[src/rtl/mul_share_pkg.sv]
// Shared definitions for the multiplier-sharing scheduler.
// Holds the per-requester state encoding, the datapath widths,
// the default NREQ/LAT values and the helper that sizes requester ids.
package mul_share_pkg;

  typedef enum logic [1:0] {
    ST_IDLE = 2'd0,
    ST_BUSY = 2'd1,
    ST_DONE = 2'd2
  } req_state_e;

  localparam int OPW      = 16;  // operand width
  localparam int PRODW    = 32;  // product width
  localparam int DEF_NREQ = 4;
  localparam int DEF_LAT  = 4;

  // Bits needed to name one of n requesters; never less than one bit.
  function automatic int id_width(input int n);
    return (n > 1) ? $clog2(n) : 1;
  endfunction

endpackage

[src/rtl/rr_arbiter.sv]
// Round-robin arbiter with a registered priority pointer.
// Ports:
//   clk, rst  : clock, synchronous active-high reset (pointer -> 0)
//   elig_i    : per-index eligible vector
//   take_i    : the current grant is consumed this cycle (advances pointer)
//   grant_o   : one-hot (or zero) grant, first eligible index at or above
//               the pointer, wrapping modulo N
module rr_arbiter
  import mul_share_pkg::*;
#(
  parameter int N = DEF_NREQ
) (
  input  logic         clk,
  input  logic         rst,
  input  logic [N-1:0] elig_i,
  input  logic         take_i,
  output logic [N-1:0] grant_o
);

  localparam int IW = id_width(N);

  logic [IW-1:0] ptr_q;
  logic [IW-1:0] ptr_d;
  logic [IW-1:0] win;
  logic          found;

  // First pass covers indices at or above the pointer, second pass wraps
  // around to the low indices.
  always_comb begin
    grant_o = '0;
    win     = '0;
    found   = 1'b0;
    for (int i = 0; i < N; i++) begin
      if (!found && elig_i[i] && (IW'(i) >= ptr_q)) begin
        grant_o[i] = 1'b1;
        win        = IW'(i);
        found      = 1'b1;
      end
    end
    for (int i = 0; i < N; i++) begin
      if (!found && elig_i[i]) begin
        grant_o[i] = 1'b1;
        win        = IW'(i);
        found      = 1'b1;
      end
    end
  end

  always_comb begin
    ptr_d = ptr_q;
    if (take_i && found) begin
      ptr_d = (win == IW'(N - 1)) ? '0 : win + 1'b1;
    end
  end

  always_ff @(posedge clk) begin
    if (rst) begin
      ptr_q <= '0;
    end else begin
      ptr_q <= ptr_d;
    end
  end

endmodule

[src/rtl/mul_share_sched.sv]
// Shares one pipelined multiplier (fixed latency LAT) between NREQ requesters.
// Ports:
//   clk, rst              : clock, synchronous active-high reset
//   req_valid/ready/a/b   : per-requester operation channel (a,b packed 16b each)
//   rsp_valid/ready/data  : per-requester result channel (data packed 32b each)
//   mul_en_in, mul_a/b    : registered issue to the multiplier
//   mul_en_out, mul_out   : multiplier result strobe and product
//   err                   : sticky flag for tag/strobe mismatches
//   idle                  : nothing pending anywhere
module mul_share_sched
  import mul_share_pkg::*;
#(
  parameter int NREQ = DEF_NREQ,
  parameter int LAT  = DEF_LAT
) (
  input  logic                  clk,
  input  logic                  rst,
  input  logic [NREQ-1:0]       req_valid,
  output logic [NREQ-1:0]       req_ready,
  input  logic [OPW*NREQ-1:0]   req_a,
  input  logic [OPW*NREQ-1:0]   req_b,
  output logic [NREQ-1:0]       rsp_valid,
  input  logic [NREQ-1:0]       rsp_ready,
  output logic [PRODW*NREQ-1:0] rsp_data,
  output logic                  mul_en_in,
  output logic [OPW-1:0]        mul_a,
  output logic [OPW-1:0]        mul_b,
  input  logic                  mul_en_out,
  input  logic [PRODW-1:0]      mul_out,
  output logic                  err,
  output logic                  idle
);

  localparam int IDW = id_width(NREQ);
  localparam int DRW = $clog2(LAT + 2);

  req_state_e       state_q [NREQ];
  req_state_e       state_d [NREQ];
  logic [PRODW-1:0] rsp_data_q [NREQ];
  logic [NREQ-1:0]  elig;
  logic [NREQ-1:0]  grant;

  logic             mul_en_in_q;
  logic [OPW-1:0]   mul_a_q;
  logic [OPW-1:0]   mul_b_q;
  logic [IDW-1:0]   issue_id_q;

  logic [LAT-1:0]   tag_vld_q;
  logic [IDW-1:0]   tag_id_q [LAT];
  logic [DRW-1:0]   drain_q;
  logic             err_q;

  logic [IDW-1:0]   win_id;
  logic [OPW-1:0]   win_a;
  logic [OPW-1:0]   win_b;
  logic             head_vld;
  logic [IDW-1:0]   head_id;
  logic             in_flight;
  logic             all_idle;

  // ---------------- arbitration ----------------
  for (genvar gi = 0; gi < NREQ; gi++) begin : g_elig
    assign elig[gi] = req_valid[gi] & (state_q[gi] == ST_IDLE);
  end

  // Eligibility already includes req_valid, so any grant is a handshake.
  rr_arbiter #(.N(NREQ)) u_arb (
    .clk    (clk),
    .rst    (rst),
    .elig_i (elig),
    .take_i (|grant),
    .grant_o(grant)
  );

  assign req_ready = grant;

  always_comb begin
    win_id = '0;
    win_a  = '0;
    win_b  = '0;
    for (int i = 0; i < NREQ; i++) begin
      if (grant[i]) begin
        win_id = IDW'(i);
        win_a  = req_a[OPW*i +: OPW];
        win_b  = req_b[OPW*i +: OPW];
      end
    end
  end

  // ---------------- issue register ----------------
  always_ff @(posedge clk) begin
    if (rst) begin
      mul_en_in_q <= 1'b0;
      mul_a_q     <= '0;
      mul_b_q     <= '0;
      issue_id_q  <= '0;
    end else begin
      mul_en_in_q <= |grant;
      if (|grant) begin
        mul_a_q    <= win_a;
        mul_b_q    <= win_b;
        issue_id_q <= win_id;
      end
    end
  end

  assign mul_en_in = mul_en_in_q;
  assign mul_a     = mul_a_q;
  assign mul_b     = mul_b_q;

  // ---------------- tag pipe ----------------
  // Fed from the issue register so the head lines up with mul_en_out,
  // LAT cycles after mul_en_in.
  always_ff @(posedge clk) begin
    if (rst) begin
      tag_vld_q <= '0;
      for (int k = 0; k < LAT; k++) tag_id_q[k] <= '0;
    end else begin
      tag_vld_q[0] <= mul_en_in_q;
      tag_id_q[0]  <= issue_id_q;
      for (int k = 1; k < LAT; k++) begin
        tag_vld_q[k] <= tag_vld_q[k-1];
        tag_id_q[k]  <= tag_id_q[k-1];
      end
    end
  end

  assign head_vld  = tag_vld_q[LAT-1];
  assign head_id   = tag_id_q[LAT-1];
  assign in_flight = mul_en_in_q | (|tag_vld_q);

  // ---------------- requester state machines ----------------
  always_ff @(posedge clk) begin
    if (rst) begin
      for (int i = 0; i < NREQ; i++) state_q[i] <= ST_IDLE;
    end else begin
      for (int i = 0; i < NREQ; i++) state_q[i] <= state_d[i];
    end
  end

  always_comb begin
    for (int i = 0; i < NREQ; i++) begin
      state_d[i] = state_q[i];
      unique case (state_q[i])
        ST_IDLE: if (grant[i]) state_d[i] = ST_BUSY;
        // A missing strobe frees the requester without a response.
        ST_BUSY: if (head_vld && head_id == IDW'(i))
                   state_d[i] = mul_en_out ? ST_DONE : ST_IDLE;
        ST_DONE: if (rsp_ready[i]) state_d[i] = ST_IDLE;
        default: state_d[i] = ST_IDLE;
      endcase
    end
  end

  for (genvar gi = 0; gi < NREQ; gi++) begin : g_rsp
    assign rsp_valid[gi]                  = (state_q[gi] == ST_DONE);
    assign rsp_data[PRODW*gi +: PRODW]    = rsp_data_q[gi];
  end

  // Result data only changes on capture, so it stays put while DONE waits.
  always_ff @(posedge clk) begin
    if (rst) begin
      for (int i = 0; i < NREQ; i++) rsp_data_q[i] <= '0;
    end else begin
      for (int i = 0; i < NREQ; i++) begin
        if (head_vld && mul_en_out && head_id == IDW'(i)) rsp_data_q[i] <= mul_out;
      end
    end
  end

  // ---------------- error / drain ----------------
  // drain_q counts cycles in which a strobe from an operation discarded by
  // reset may still arrive. It is only armed when something was actually in
  // flight, so a quiet reset leaves the block idle immediately.
  always_ff @(posedge clk) begin
    if (rst) begin
      err_q <= 1'b0;
      if (in_flight)            drain_q <= DRW'(LAT + 1);
      else if (drain_q != '0)   drain_q <= drain_q - 1'b1;
      else                      drain_q <= '0;
    end else begin
      if (drain_q != '0) drain_q <= drain_q - 1'b1;
      if ((head_vld && !mul_en_out) || (mul_en_out && !head_vld && drain_q == '0))
        err_q <= 1'b1;
    end
  end

  assign err = err_q;

  always_comb begin
    all_idle = 1'b1;
    for (int i = 0; i < NREQ; i++) begin
      if (state_q[i] != ST_IDLE) all_idle = 1'b0;
    end
  end

  assign idle = all_idle & ~(|tag_vld_q) & (drain_q == '0);

endmodule

[config.mk]
export PLATFORM = sky130hd
export DESIGN_NAME = mul_share_sched
export DESIGN_NICKNAME = d
export VERILOG_FILES = /design/src/rtl/mul_share_pkg.sv /design/src/rtl/rr_arbiter.sv /design/src/rtl/mul_share_sched.sv
export SDC_FILE = /design/constraint.sdc
export NUM_CORES = 1
export LEC_CHECK = 0
export BUFFER_PORTS_ARGS = -buffer_cell sky130_fd_sc_hd__buf_2
export CAP_MARGIN = 20
export CORE_AREA = 8 8 157 159
export CTS_BUF_LIST = sky130_fd_sc_hd__clkbuf_4
export CTS_CLUSTER_DIAMETER = 60
export DETAILED_ROUTE_END_ITERATION = 10
export DIE_AREA = 0 0 165 167
export GPL_TIMING_DRIVEN = 0
export SYNTH_ARGS = -nofsm -noshare
export SYNTH_HDL_FRONTEND = slang
export SYNTH_SLANG_ARGS = --single-unit
[constraint.sdc]
create_clock -name clk -period 5.43 [get_ports clk]
set_input_delay 1.3575 -clock clk [delete_from_list [all_inputs] [get_ports clk]]
set_output_delay 1.3575 -clock clk [all_outputs]
set_load 0.02 [all_outputs]
Word level (Yosys, flattened, before mapping)
Memory sizes are Yosys's and may differ from the RTL's.
Cells that the tools add are included.
{"block": "word_totals", "memories": 3, "regBits": 45, "latchBits": 0, "romBits": 0, "out_inout_bits": 171, "ramBits": 144}
{"name": "rsp_data_q", "words": 4, "word_bits": 32, "read_ports": 4, "rd_ports_with_merged_regs": 0, "wr": 4, "line": "mul_share_sched.sv:39", "text": "logic [PRODW-1:0] rsp_data_q [NREQ];"}
{"name": "state_q", "words": 4, "word_bits": 2, "read_ports": 4, "rd_ports_with_merged_regs": 0, "wr": 4, "line": "mul_share_sched.sv:37", "text": "req_state_e state_q [NREQ];"}
{"name": "tag_id_q", "words": 4, "word_bits": 2, "read_ports": 4, "rd_ports_with_merged_regs": 0, "wr": 4, "line": "mul_share_sched.sv:49", "text": "logic [IDW-1:0] tag_id_q [LAT];"}
{"block": "op_classes", "multipliers": 0, "shift": 0, "order_cmp": 4, "bitwise": 20, "n_eq_ne": 12, "n_mux": 86, "add_sub_neg": 2, "reduce_logical": 48, "div_mod_pow": 0}
{"operator": "two-way mux 16 bit", "count": 8}
{"operator": "two-way mux 32 bit", "count": 4}
{"operator": "two-way mux 2 bit", "count": 30}
{"operator": "two-way mux 1 bit", "count": 36}
{"operator": "logical AND 1 bit", "count": 24}
{"operator": "one-hot mux 2 bit (3 select lines)", "count": 4}
{"operator": "== test 2 bit, second input constant", "count": 7}
{"operator": "bitwise OR 1 bit", "count": 13}
{"operator": "two-way mux 3 bit", "count": 4}
{"operator": "== test 2 x 1 -> 1 bit, second input constant", "count": 5}
{"operator": "zero test 2 bit", "count": 5}
{"operator": "nonzero test 2 bit", "count": 5}
{"operator": "zero test 1 bit", "count": 9}
{"operator": "OR reduction 4 bit", "count": 2}
{"operator": "AND 1 bit", "count": 6}
{"operator": ">= comparator 1 x 2 -> 1 bit, first input constant", "count": 2}
{"operator": ">= comparator 2 bit, first input constant", "count": 2}
{"operator": "zero test 3 bit", "count": 1}
{"operator": "nonzero test 3 bit", "count": 1}
{"operator": "subtractor 3 x 1 -> 3 bit, second input constant", "count": 1}
{"operator": "adder 2 x 1 -> 2 bit, second input constant", "count": 1}
{"operator": "logical OR 1 bit", "count": 1}
{"operator": "NOT 1 bit", "count": 1}

Longest topological paths before layout
Gate-level depths: netlist of the first run.
An unclocked memory read counts as a cell.
{"block": "depth", "ltp_word": 32, "depth_mapped": 8, "depth_no_buf": 6}

Cells and area by module
From an unflattened synthesis of the first run, not the netlist that was laid out.
{"block": "unflattened", "cells_unflattened": 627, "area_unflattened_um2": 7833.8}
{"mod": "mul_share_sched", "seq_area_each_um2": 5054.8, "area_per_inst_um2": 7537.2, "cells_each": 588, "instances": 1}
{"mod": "rr_arbiter", "seq_area_each_um2": 40.0, "area_per_inst_um2": 296.5, "cells_each": 39, "instances": 1}

Worst setup path before layout of the first run
OpenSTA, ideal clock, no wires.
{"block": "synth_timing", "path_kind": "in2out", "startpoint": "input req_valid[2]", "endpoint": "output req_ready[0]", "cell_stages": 5, "arrival_time_ns": 2.622, "setup_slack_ns": 1.451, "required_time_ns": 4.073, "cell_sequence": "or3b_2 a221o_1 o211ai_4 inv_4 buf_2"}
{"block": "synth_via", "elab_chain_len": 11}
{"item": "start: declaration", "line": "mul_share_sched.sv:18", "text": "input logic [NREQ-1:0] req_valid,"}
{"item": "AND 1 bit *", "line": "mul_share_sched.sv:63", "text": "assign elig[gi] = req_valid[gi] & (state_q[gi] == ST_IDLE);"}
{"item": "logical AND 1 bit * (2 in series)", "line": "rr_arbiter.sv:34", "text": "if (!found && elig_i[i] && (IW'(i) >= ptr_q)) begin"}
{"item": "two-way mux 1 bit *", "line": "rr_arbiter.sv:34"}
{"item": "zero test 1 bit", "line": "rr_arbiter.sv:34"}
{"item": "logical AND 1 bit (2 in series)", "line": "rr_arbiter.sv:34"}
{"item": "two-way mux 1 bit *", "line": "rr_arbiter.sv:34"}
{"item": "zero test 1 bit *", "line": "rr_arbiter.sv:41", "text": "if (!found && elig_i[i]) begin"}
{"item": "logical AND 1 bit *", "line": "rr_arbiter.sv:41"}
{"item": "two-way mux 1 bit *", "line": "rr_arbiter.sv:41"}
{"item": "end: declaration", "line": "mul_share_sched.sv:19", "text": "output logic [NREQ-1:0] req_ready,"}
Mark *: on every way between the ends. The rest lies on a longest branch, timed or not.

Worst setup path in the final report of the first run
{"block": "layout_timing", "startpoint": "input req_valid[3]", "endpoint": "output req_ready[1]"}
{"block": "layout_via", "elab_chain_len": 10}
{"item": "AND 1 bit *", "line": "mul_share_sched.sv:63"}
{"item": "logical AND 1 bit * (2 in series)", "line": "rr_arbiter.sv:34"}
{"item": "two-way mux 1 bit *", "line": "rr_arbiter.sv:34"}
{"item": "zero test 1 bit", "line": "rr_arbiter.sv:41"}
{"item": "logical AND 1 bit", "line": "rr_arbiter.sv:41"}
{"item": "two-way mux 1 bit *", "line": "rr_arbiter.sv:41"}
{"item": "zero test 1 bit *", "line": "rr_arbiter.sv:41"}
{"item": "logical AND 1 bit *", "line": "rr_arbiter.sv:41"}
{"item": "two-way mux 1 bit *", "line": "rr_arbiter.sv:41"}
Marked as above.

==> impl_metrics.ini, run 1 <==
[clocking]
cts-resized-gates = 0
clk-insertion-delay-late_ns = 0.61
hold_buffers = 0
clkTransAtPathRegs_ns = 0.17
post_cts_buffers = 0
cts_root_buf = clkbuf_4
cts_buffers = 17
htree_levels = 4
cts_tree = built
cts_sinks = 189
clockBufferDepth = 2

[power]
powerDensity_mw_per_mm2 = 331
seqPwrFrac_pct = 50.0
internal_power_mw = 2.23
pwr-share-comb_pct = 26.3
netSwitchingPower_mw = 1.25
vdd_drop_max_v = 0.000136
p_clk_share_pct = 23.7
switching_share_pct = 35.8
p_leak_nw = 4.54

[global_route]
antenna_found_initial = 5
grt_pass1_wl_um = 40200
grt_use_total_pct = 19.1
grt_max_degree = 33
grt_pass1_vias = 7041
overflow = 0

[sta]
min_period_ns = 4.64
finalHoldViolations = 0
period_share_pct = 85.5
setup_viol = 0
rsz0062_at_grt = false
relSlewSlack_pct = 50.3
tightest_slew_ns = 0.744
max_freq_mhz = 215
clock_skew_ns = 0.0287
maxSlewViolCount = 0
finalSetupTns_ns = 0

[critical_path]
crit_buf_inv = 4
worstPathArrival_ns = 3.28
end_kind = output port
crit_required_ns = 4.07
cp_top_family = buffers and inverters
cp_cell_sequence = buf_2 > nor3b_1 > o21ai_0 > o211ai_1 > inv_2 > buf_1 > buf_2
crit_top_cell = buf_2
worst_path_largest_cell_delay_ns = 0.61
path_class = primary input to output port
slowest_stage = nor3b_1
crit_path_max_fanout = 10
critPathLaunchType = primary input

[die]
initial_core_util_pct = 36.1
die_y_um = 167
dieWidth_um = 165
pin_count = 342
row_count = 55
die_area_mm2 = 0.0276
core_area_mm2 = 0.0222

[synth]
synth_warnings = 0
ys_seq_elements = 189
dominantRegCellSynth = edfxtp_1
netlist_instances = 650
synth.avg_cell_area_um2 = 12.4
synth_area_mm2 = 0.00803
synth_cell_types = 51
synth_nets = 823
synth_edf_count = 131
ys_async_sr_fraction_pct = 0
yosysSeqAreaShare_pct = 63.4

[worst_hold_path]
min_path_type = flop to flop

[placement]
io_buffers = 339
place.gp.congestion = 0.831
hpwl_um = 20500

[detailed_routing]
avgRoutedWirePerCell_um = 20.3
drt-initial-drc-count = 400
finalWirelength_um = 26600
ant_nets = 0
num_vias = 6605
drt-vias-per-instance = 5.03
first_pass_iters = 5
drc = 0

[layout]
nets = 1185
utilization_pct = 47.3
drive_gt1_share_pct = 40.6
num-fill-cells = 2069
synthToLayoutAreaGrowth_pct = 31.0

[run_status]
status = finished, final reports clean

[run]
maxCapViolCount = 0
## area by class of cell
type	count	area [µm²]	area share, %
clock buffers	17	128	1.21
diodes	4	10.0	0.0951
repair buffers	343	1780	16.9
multi-input cells	403	2700	25.6
well taps	285	357	3.39
flip-flops and latches	189	5090	48.4
inverters	11	43.8	0.416
plain buffers	47	216	2.06
clock inverters	15	203	1.93
## placed cells by master, fill, tap and decap left out, types with 3 or more instances in the layout
master     synthesis  layout
a311oi_1           7       7
o21ai_0            6       6
nand2_1           43      43
nor3_1             6       6
edfxtp_1         131     131
and2_1           128     128
a22oi_1           22      22
o2111ai_1         21      21
nand3_1            4       4
clkbuf_1          34      34
clkinv_8           0       7
diode_2            0       4
nor3b_1            3       3
o21bai_1           4       3
nand2b_2           0       3
a31oi_1           11      11
a21oi_1           12      12
inv_1              7       7
a32oi_1           21      21
dfxtp_1           58      58
buf_12             0       4
clkbuf_4           0      17
nor4_1             3       3
inv_2              3       3
nand2b_1           8       5
nor2b_1           20      20
buf_2              8     347
nor2_1            37      37
a311oi_2          17      17
## worst reg2reg max path, stage by stage (launching register included)
cell	delay, ns
dfxtp_1	0.39
nor3b_1	0.64
o22ai_1	0.18
a21oi_2	0.36
inv_2	0.14
clkbuf_1	0.28
a22oi_1	0.31
a31oi_1	0.12
## cells by family (layout without fill, tap and decap cells)
| kind of cell | after synthesis | count (layout) | share of synthesized area, % |
|---|---|---|---|
| adder cells (fa/ha/maj) | 2 | 2 | 0.312 |
| buffers and inverters | 58 | 433 | 3.24 |
| flip-flops | 189 | 189 | 63.4 |
| AND/OR/NAND/NOR | 268 | 268 | 18.7 |
| other | 0 | 4 | 0 |
| AO/OA/AOI/OAI | 133 | 133 | 14.3 |
## flip-flops by register name, indices dropped and copies added, names as in the netlist
register / cells
state_q: 8
mul_b: 16
rsp_data_q: 128
issue_id_q: 2
tag_vld_q: 4
u_arb.ptr_q: 2
err: 1
mul_a: 16
drain_q: 3
tag_id_q: 8
mul_en_in: 1
## cells in the mapped netlist, types with 2 or more instances
cell	number	share of area (%)
nor3b_1	3	0.28
or3b_1	2	0.22
nand2b_1	8	0.62
nor2_1	37	1.7
a311oi_1	7	0.76
buf_2	8	0.50
a22oi_1	22	2.1
o21bai_1	4	0.37
and2_1	128	10
a311oi_2	17	3.2
dfxtp_1	58	14
a32oi_1	21	2.3
o211ai_1	2	0.19
o21ai_0	6	0.37
nor4_1	3	0.23
a31oi_1	11	0.86
inv_2	3	0.14
clkbuf_1	34	1.6
nand2_1	43	2.0
nor4b_1	2	0.22
nand3b_1	2	0.19
buf_8	2	0.37
a21oi_1	12	0.75
a211o_1	2	0.22
nand4_1	2	0.16
o2111ai_1	21	2.3
buf_1	2	0.094
nand3_1	4	0.25
inv_1	7	0.33
nor3_1	6	0.37
edfxtp_1	131	49
ha_1	2	0.31
nor2b_1	20	1.6
## through the flow
stage	cells	hold WS (ns)	setup slack, ns	total power [mW]	instance area [µm²]
after floorplan	650	0.414	1.45	2.35	8030
after global placement	1274	0.417	0.533	2.68	10100
after detailed placement	1278	0.427	0.812	2.69	10200
after CTS	1310	0.459	0.820	3.51	10500
after global routing	1314	0.475	0.591	3.66	10500
final	1314	0.457	0.788	3.48	10500
## worst paths after layout
path	start	to	slack, ns	cells after the start
max reg2reg	state_q[3][1]	mul_b[7]	2.90	7
min reg2reg	tag_id_q[1][0]	tag_id_q[2][0]	0.46	1
max	req_valid[3]	req_ready[1]	0.79	7
min	tag_id_q[1][0]	tag_id_q[2][0]	0.46	1
## power groups by stage
stage	clock [mW]	combinational, mW	sequential, mW
2_1_floorplan	0	0.458	1.89
3_3_place_gp	0	0.909	1.77
3_5_place_dp	0	0.921	1.77
4_1_cts	0.845	0.922	1.74
5_1_grt	0.902	0.998	1.76
6_report	0.825	0.915	1.74
## layer usage
metal / routed length, µm / GRT usage (%)
met5: 13 / 0
met4: 575 / 6.90
met2: 13400 / 32.9
met1: 10400 / 21.9
met3: 2240 / 5.74
(Power assumes the default switching activity.)
==> run 2: changes to the inputs <==
--- a/config.mk
+++ b/config.mk
@@ -7,11 +7,11 @@
 export LEC_CHECK = 0
 export BUFFER_PORTS_ARGS = -buffer_cell sky130_fd_sc_hd__buf_2
 export CAP_MARGIN = 20
-export CORE_AREA = 8 8 157 159
+export CORE_AREA = 2 2 151 153
 export CTS_BUF_LIST = sky130_fd_sc_hd__clkbuf_4
 export CTS_CLUSTER_DIAMETER = 60
 export DETAILED_ROUTE_END_ITERATION = 10
-export DIE_AREA = 0 0 165 167
+export DIE_AREA = 0 0 153 155
 export GPL_TIMING_DRIVEN = 0
 export SYNTH_ARGS = -nofsm -noshare
 export SYNTH_HDL_FRONTEND = slang
==> impl_metrics.ini, run 2 (synthesis gave the netlist of run 1 again) <==
[clocking]
htree_levels = 4
cts_root_buf = clkbuf_4
cts_sinks = 189
clkTransAtPathRegs_ns = 0.18
cts_buffers = 17
post_cts_buffers = 0
clockBufferDepth = 2
cts-resized-gates = 0
hold_buffers = 0
clk-insertion-delay-late_ns = 0.61
cts_tree = built

[placement]
place.gp.congestion = 0.863
hpwl_um = 18300
io_buffers = 339
pre_cts_ws_ns = 0.808

[power]
p_clk_share_pct = 25.1
internal_power_mw = 2.26
vdd_drop_max_v = 0.000158
p_leak_nw = 4.54
pwr-share-comb_pct = 25.8
switching_share_pct = 36.2
seqPwrFrac_pct = 49.1
powerDensity_mw_per_mm2 = 336
netSwitchingPower_mw = 1.28

[sta]
clock_skew_ns = 0.0448
rsz0062_at_grt = false
tightest_slew_ns = 0.969
period_share_pct = 86.2
max_freq_mhz = 214
finalHoldViolations = 0
finalSetupTns_ns = 0
setup_slack_ns = 0.750
relSlewSlack_pct = 35.4
maxSlewViolCount = 0
min_period_ns = 4.68
setup_viol = 0

[die]
row_count = 55
core_area_mm2 = 0.0222
initial_core_util_pct = 36.1
die_y_um = 155
dieWidth_um = 153
pin_count = 342
die_area_mm2 = 0.0237

[run]
maxCapViolCount = 0

[critical_path]
slowest_stage = nor3b_1
crit_path_max_fanout = 10
worst_path_largest_cell_delay_ns = 0.54
crit_top_cell = buf_2
path_class = primary input to output port
worstPathArrival_ns = 3.32
cp_cell_sequence = buf_2 > nor3b_1 > o211ai_1 > inv_2 > buf_1 > buf_2
critPathLaunchType = primary input
end_kind = output port
crit_required_ns = 4.07

[global_route]
grt_pass1_wl_um = 36600
grt_pass1_vias = 6559
overflow = 0
grt_max_degree = 33
antenna_found_initial = 6
grt_use_total_pct = 20.1

[layout]
final_cell_mix = buf_2 (347), edfxtp_1 (131), and2_1 (128)
num-fill-cells = 2120
final_common_cell = buf_2
nets = 1183
top_register = rsp_data_q
drive_gt1_share_pct = 40.5
largest_reg_flops = 128
synthToLayoutAreaGrowth_pct = 30.9

[detailed_routing]
num_vias = 6596
first_pass_iters = 5
avgRoutedWirePerCell_um = 18.6
finalWirelength_um = 24400
ant_nets = 0
drt-vias-per-instance = 5.02
drt-initial-drc-count = 361
drc = 0

[worst_hold_path]
min_path_type = flop to flop

[run_status]
status = finished, final reports clean
==> run 2: critical path, delay by kind of cell <==
kind / cells / cell delay (ns)
buffers and inverters: 4 / 1.04
and+or+nand+nor: 1 / 0.54
AOI/OAI and AO/OA: 1 / 0.38
==> run 2: layout make-up <==
cell class	count	area, µm²	share of cell area (%)
flip-flops and latches	189	5090	48.5
multi-input cells	403	2700	25.6
repair buffers	341	1740	16.5
well taps	285	357	3.39
clock inverters	15	231	2.20
plain buffers	47	216	2.06
clock buffers	17	128	1.21
inverters	11	43.8	0.416
diodes	5	12.5	0.119
==> run 2: power by group through the flow <==
stage | Sequential (mW) | Combinational (mW) | Clock, mW
after global routing | 1.75 | 0.985 | 0.960
final | 1.74 | 0.911 | 0.886
after CTS | 1.74 | 0.913 | 0.910
after global placement | 1.77 | 0.903 | 0
after detailed placement | 1.77 | 0.912 | 0
after floorplan | 1.89 | 0.458 | 0
==> run 2: through the flow <==
step	hold WS (ns)	total power [mW]	std cells	cell area [µm²]	utilization, %
after CTS	0.456	3.56	1308	10500	47.3
after detailed placement	0.423	2.68	1276	10100	45.6
after global routing	0.465	3.70	1312	10500	47.3
final	0.452	3.53	1313	10500	47.3
after floorplan	0.414	2.35	650	8030	-
after global placement	0.419	2.67	1274	10100	45.4
==> run 2: metal layers <==
layer / part of all wire [%] / track usage (%) / vias up
met3: 7.5 / 5.65 / 43
met4: 3.4 / 8.64 / 2
li1: - / - / 3139
met5: 0.053 / 0 / -
met2: 48 / 34.6 / 306
met1: 41 / 23.7 / 3106
==> run 2: path summary, 6_finish.rpt <==
kind	start	endpoint	slack (ns)	depth (start not counted)
worst max register to register	state_q[1][0]	mul_b[2]	2.92	6
worst min-delay path	tag_id_q[1][0]	tag_id_q[2][0]	0.45	1
worst max-delay path	req_valid[1]	req_ready[1]	0.75	6
worst min register to register	tag_id_q[1][0]	tag_id_q[2][0]	0.45	1
==> run 3: changes to the inputs <==
--- a/config.mk
+++ b/config.mk
@@ -7,12 +7,14 @@
 export LEC_CHECK = 0
 export BUFFER_PORTS_ARGS = -buffer_cell sky130_fd_sc_hd__buf_2
 export CAP_MARGIN = 20
-export CORE_AREA = 2 2 151 153
+export CORE_AREA = 10 10 159 161
 export CTS_BUF_LIST = sky130_fd_sc_hd__clkbuf_4
 export CTS_CLUSTER_DIAMETER = 60
 export DETAILED_ROUTE_END_ITERATION = 10
-export DIE_AREA = 0 0 153 155
+export DIE_AREA = 0 0 169 171
 export GPL_TIMING_DRIVEN = 0
+export MAX_ROUTING_LAYER = met4
+export PLACE_DENSITY = 0.61
 export SYNTH_ARGS = -nofsm -noshare
 export SYNTH_HDL_FRONTEND = slang
 export SYNTH_SLANG_ARGS = --single-unit
==> impl_metrics.ini, run 3 (synthesis gave the netlist of run 1 again) <==
[run_status]
status = finished, final reports clean

[placement]
pre_cts_ws_ns = 0.816
hpwl_um = 21500
io_buffers = 339
place.gp.congestion = 0.871

[sta]
setup_slack_ns = 0.756
period_share_pct = 86.1
maxSlewViolCount = 0
setup_viol = 0
rsz0062_at_grt = false
max_freq_mhz = 214
min_period_ns = 4.67
tightest_slew_ns = 0.803
finalHoldViolations = 0
clock_skew_ns = 0.0395
finalSetupTns_ns = 0
relSlewSlack_pct = 46.3

[global_route]
grt_use_total_pct = 18.8
grt_pass1_vias = 6938
antenna_found_initial = 5
grt_max_degree = 28
overflow = 0
grt_pass1_wl_um = 40600

[detailed_routing]
drt-initial-drc-count = 419
first_pass_iters = 7
drt-vias-per-instance = 5.01
drc = 0
ant_nets = 0
finalWirelength_um = 27400
num_vias = 6591
avgRoutedWirePerCell_um = 20.8

[die]
row_count = 55
dieWidth_um = 169
pin_count = 342
initial_core_util_pct = 36.1
die_y_um = 171
die_area_mm2 = 0.0289
core_area_mm2 = 0.0222

[clocking]
cts-resized-gates = 0
clk-insertion-delay-late_ns = 0.62
cts_tree = built
clockBufferDepth = 2
clkTransAtPathRegs_ns = 0.18
cts_sinks = 189
hold_buffers = 0
cts_buffers = 17
htree_levels = 4
cts_root_buf = clkbuf_4
post_cts_buffers = 0

[critical_path]
crit_path_max_fanout = 10
worstPathArrival_ns = 3.32
critPathLaunchType = primary input
path_class = primary input to output port
end_kind = output port
crit_buf_inv = 4
crit_required_ns = 4.07
worst_path_largest_cell_delay_ns = 0.65
slowest_stage = nor3b_1
cp_cell_sequence = buf_2 > nor3b_1 > o21ai_0 > o211ai_1 > inv_2 > buf_1 > buf_2
cp_top_family = buffers and inverters
crit_top_cell = buf_2

[layout]
nets = 1185
drive_gt1_share_pct = 40.6
final_cell_mix = buf_2 (347), edfxtp_1 (131), and2_1 (128)
largest_reg_flops = 128
final_common_cell = buf_2
synthToLayoutAreaGrowth_pct = 31.5
top_register = rsp_data_q

[run]
maxCapViolCount = 0

[power]
vdd_drop_max_v = 0.000161
p_leak_nw = 4.56
fin_total_pwr_mw = 3.50
powerDensity_mw_per_mm2 = 331

[worst_hold_path]
min_path_type = flop to flop
run 3: final timing paths:
check / startpoint / end / slack, ns / cells past startpoint
hold / removal: tag_id_q[1][1] / tag_id_q[2][1] / 0.45 / 1
hold reg to reg: tag_id_q[1][1] / tag_id_q[2][1] / 0.45 / 1
setup / recovery: req_valid[3] / req_ready[1] / 0.76 / 7
setup reg to reg: state_q[3][0] / mul_b[4] / 2.85 / 7
run 3: metal layers:
| metal | global-route usage (%) | routed length, µm |
|---|---|---|
| met4 | 5.55 | 568 |
| met5 | - | 0 |
| met1 | 21.8 | 11200 |
| met3 | 6.17 | 2290 |
| met2 | 30.6 | 13300 |
run 3: through the flow:
stage / hold slack, ns / instances / utilization, % / cell area, µm²
6_report: 0.454 / 1316 / 47.5 / 10600
5_1_grt: 0.470 / 1315 / 47.5 / 10600
4_1_cts: 0.457 / 1310 / 47.4 / 10500
3_5_place_dp: 0.425 / 1278 / 45.9 / 10200
3_3_place_gp: 0.416 / 1274 / 45.4 / 10100
2_1_floorplan: 0.414 / 650 / - / 8030
run 3: area by class of cell:
type / instances / area (µm²)
antenna: 6 / 15.0
buffer: 47 / 216
clock buffer: 17 / 128
clock inverter: 15 / 211
fill: 2080 / 11700
inverter: 11 / 43.8
multi-input combinational: 403 / 2700
sequential: 189 / 5090
tap: 285 / 357
timing repair buffer: 343 / 1800
run 3: power by group:
| group | internal [mW] | switching [mW] | leakage [nW] | total (mW) |
|---|---|---|---|---|
| clock network | 0.236 | 0.607 | 0.174 | 0.842 |
| registers | 1.67 | 0.0712 | 1.83 | 1.74 |
| logic | 0.340 | 0.578 | 2.55 | 0.918 |
| total | 2.24 | 1.26 | 4.56 | 3.50 |
run 3: worst reg2reg max path, delay by kind of cell, from the launching register on:
kind	cells	cell delay, ns
buffers and inverters	2	0.51
DFF	1	0.39
AOI/OAI and AO/OA	4	0.91
and+or+nand+nor	1	0.67
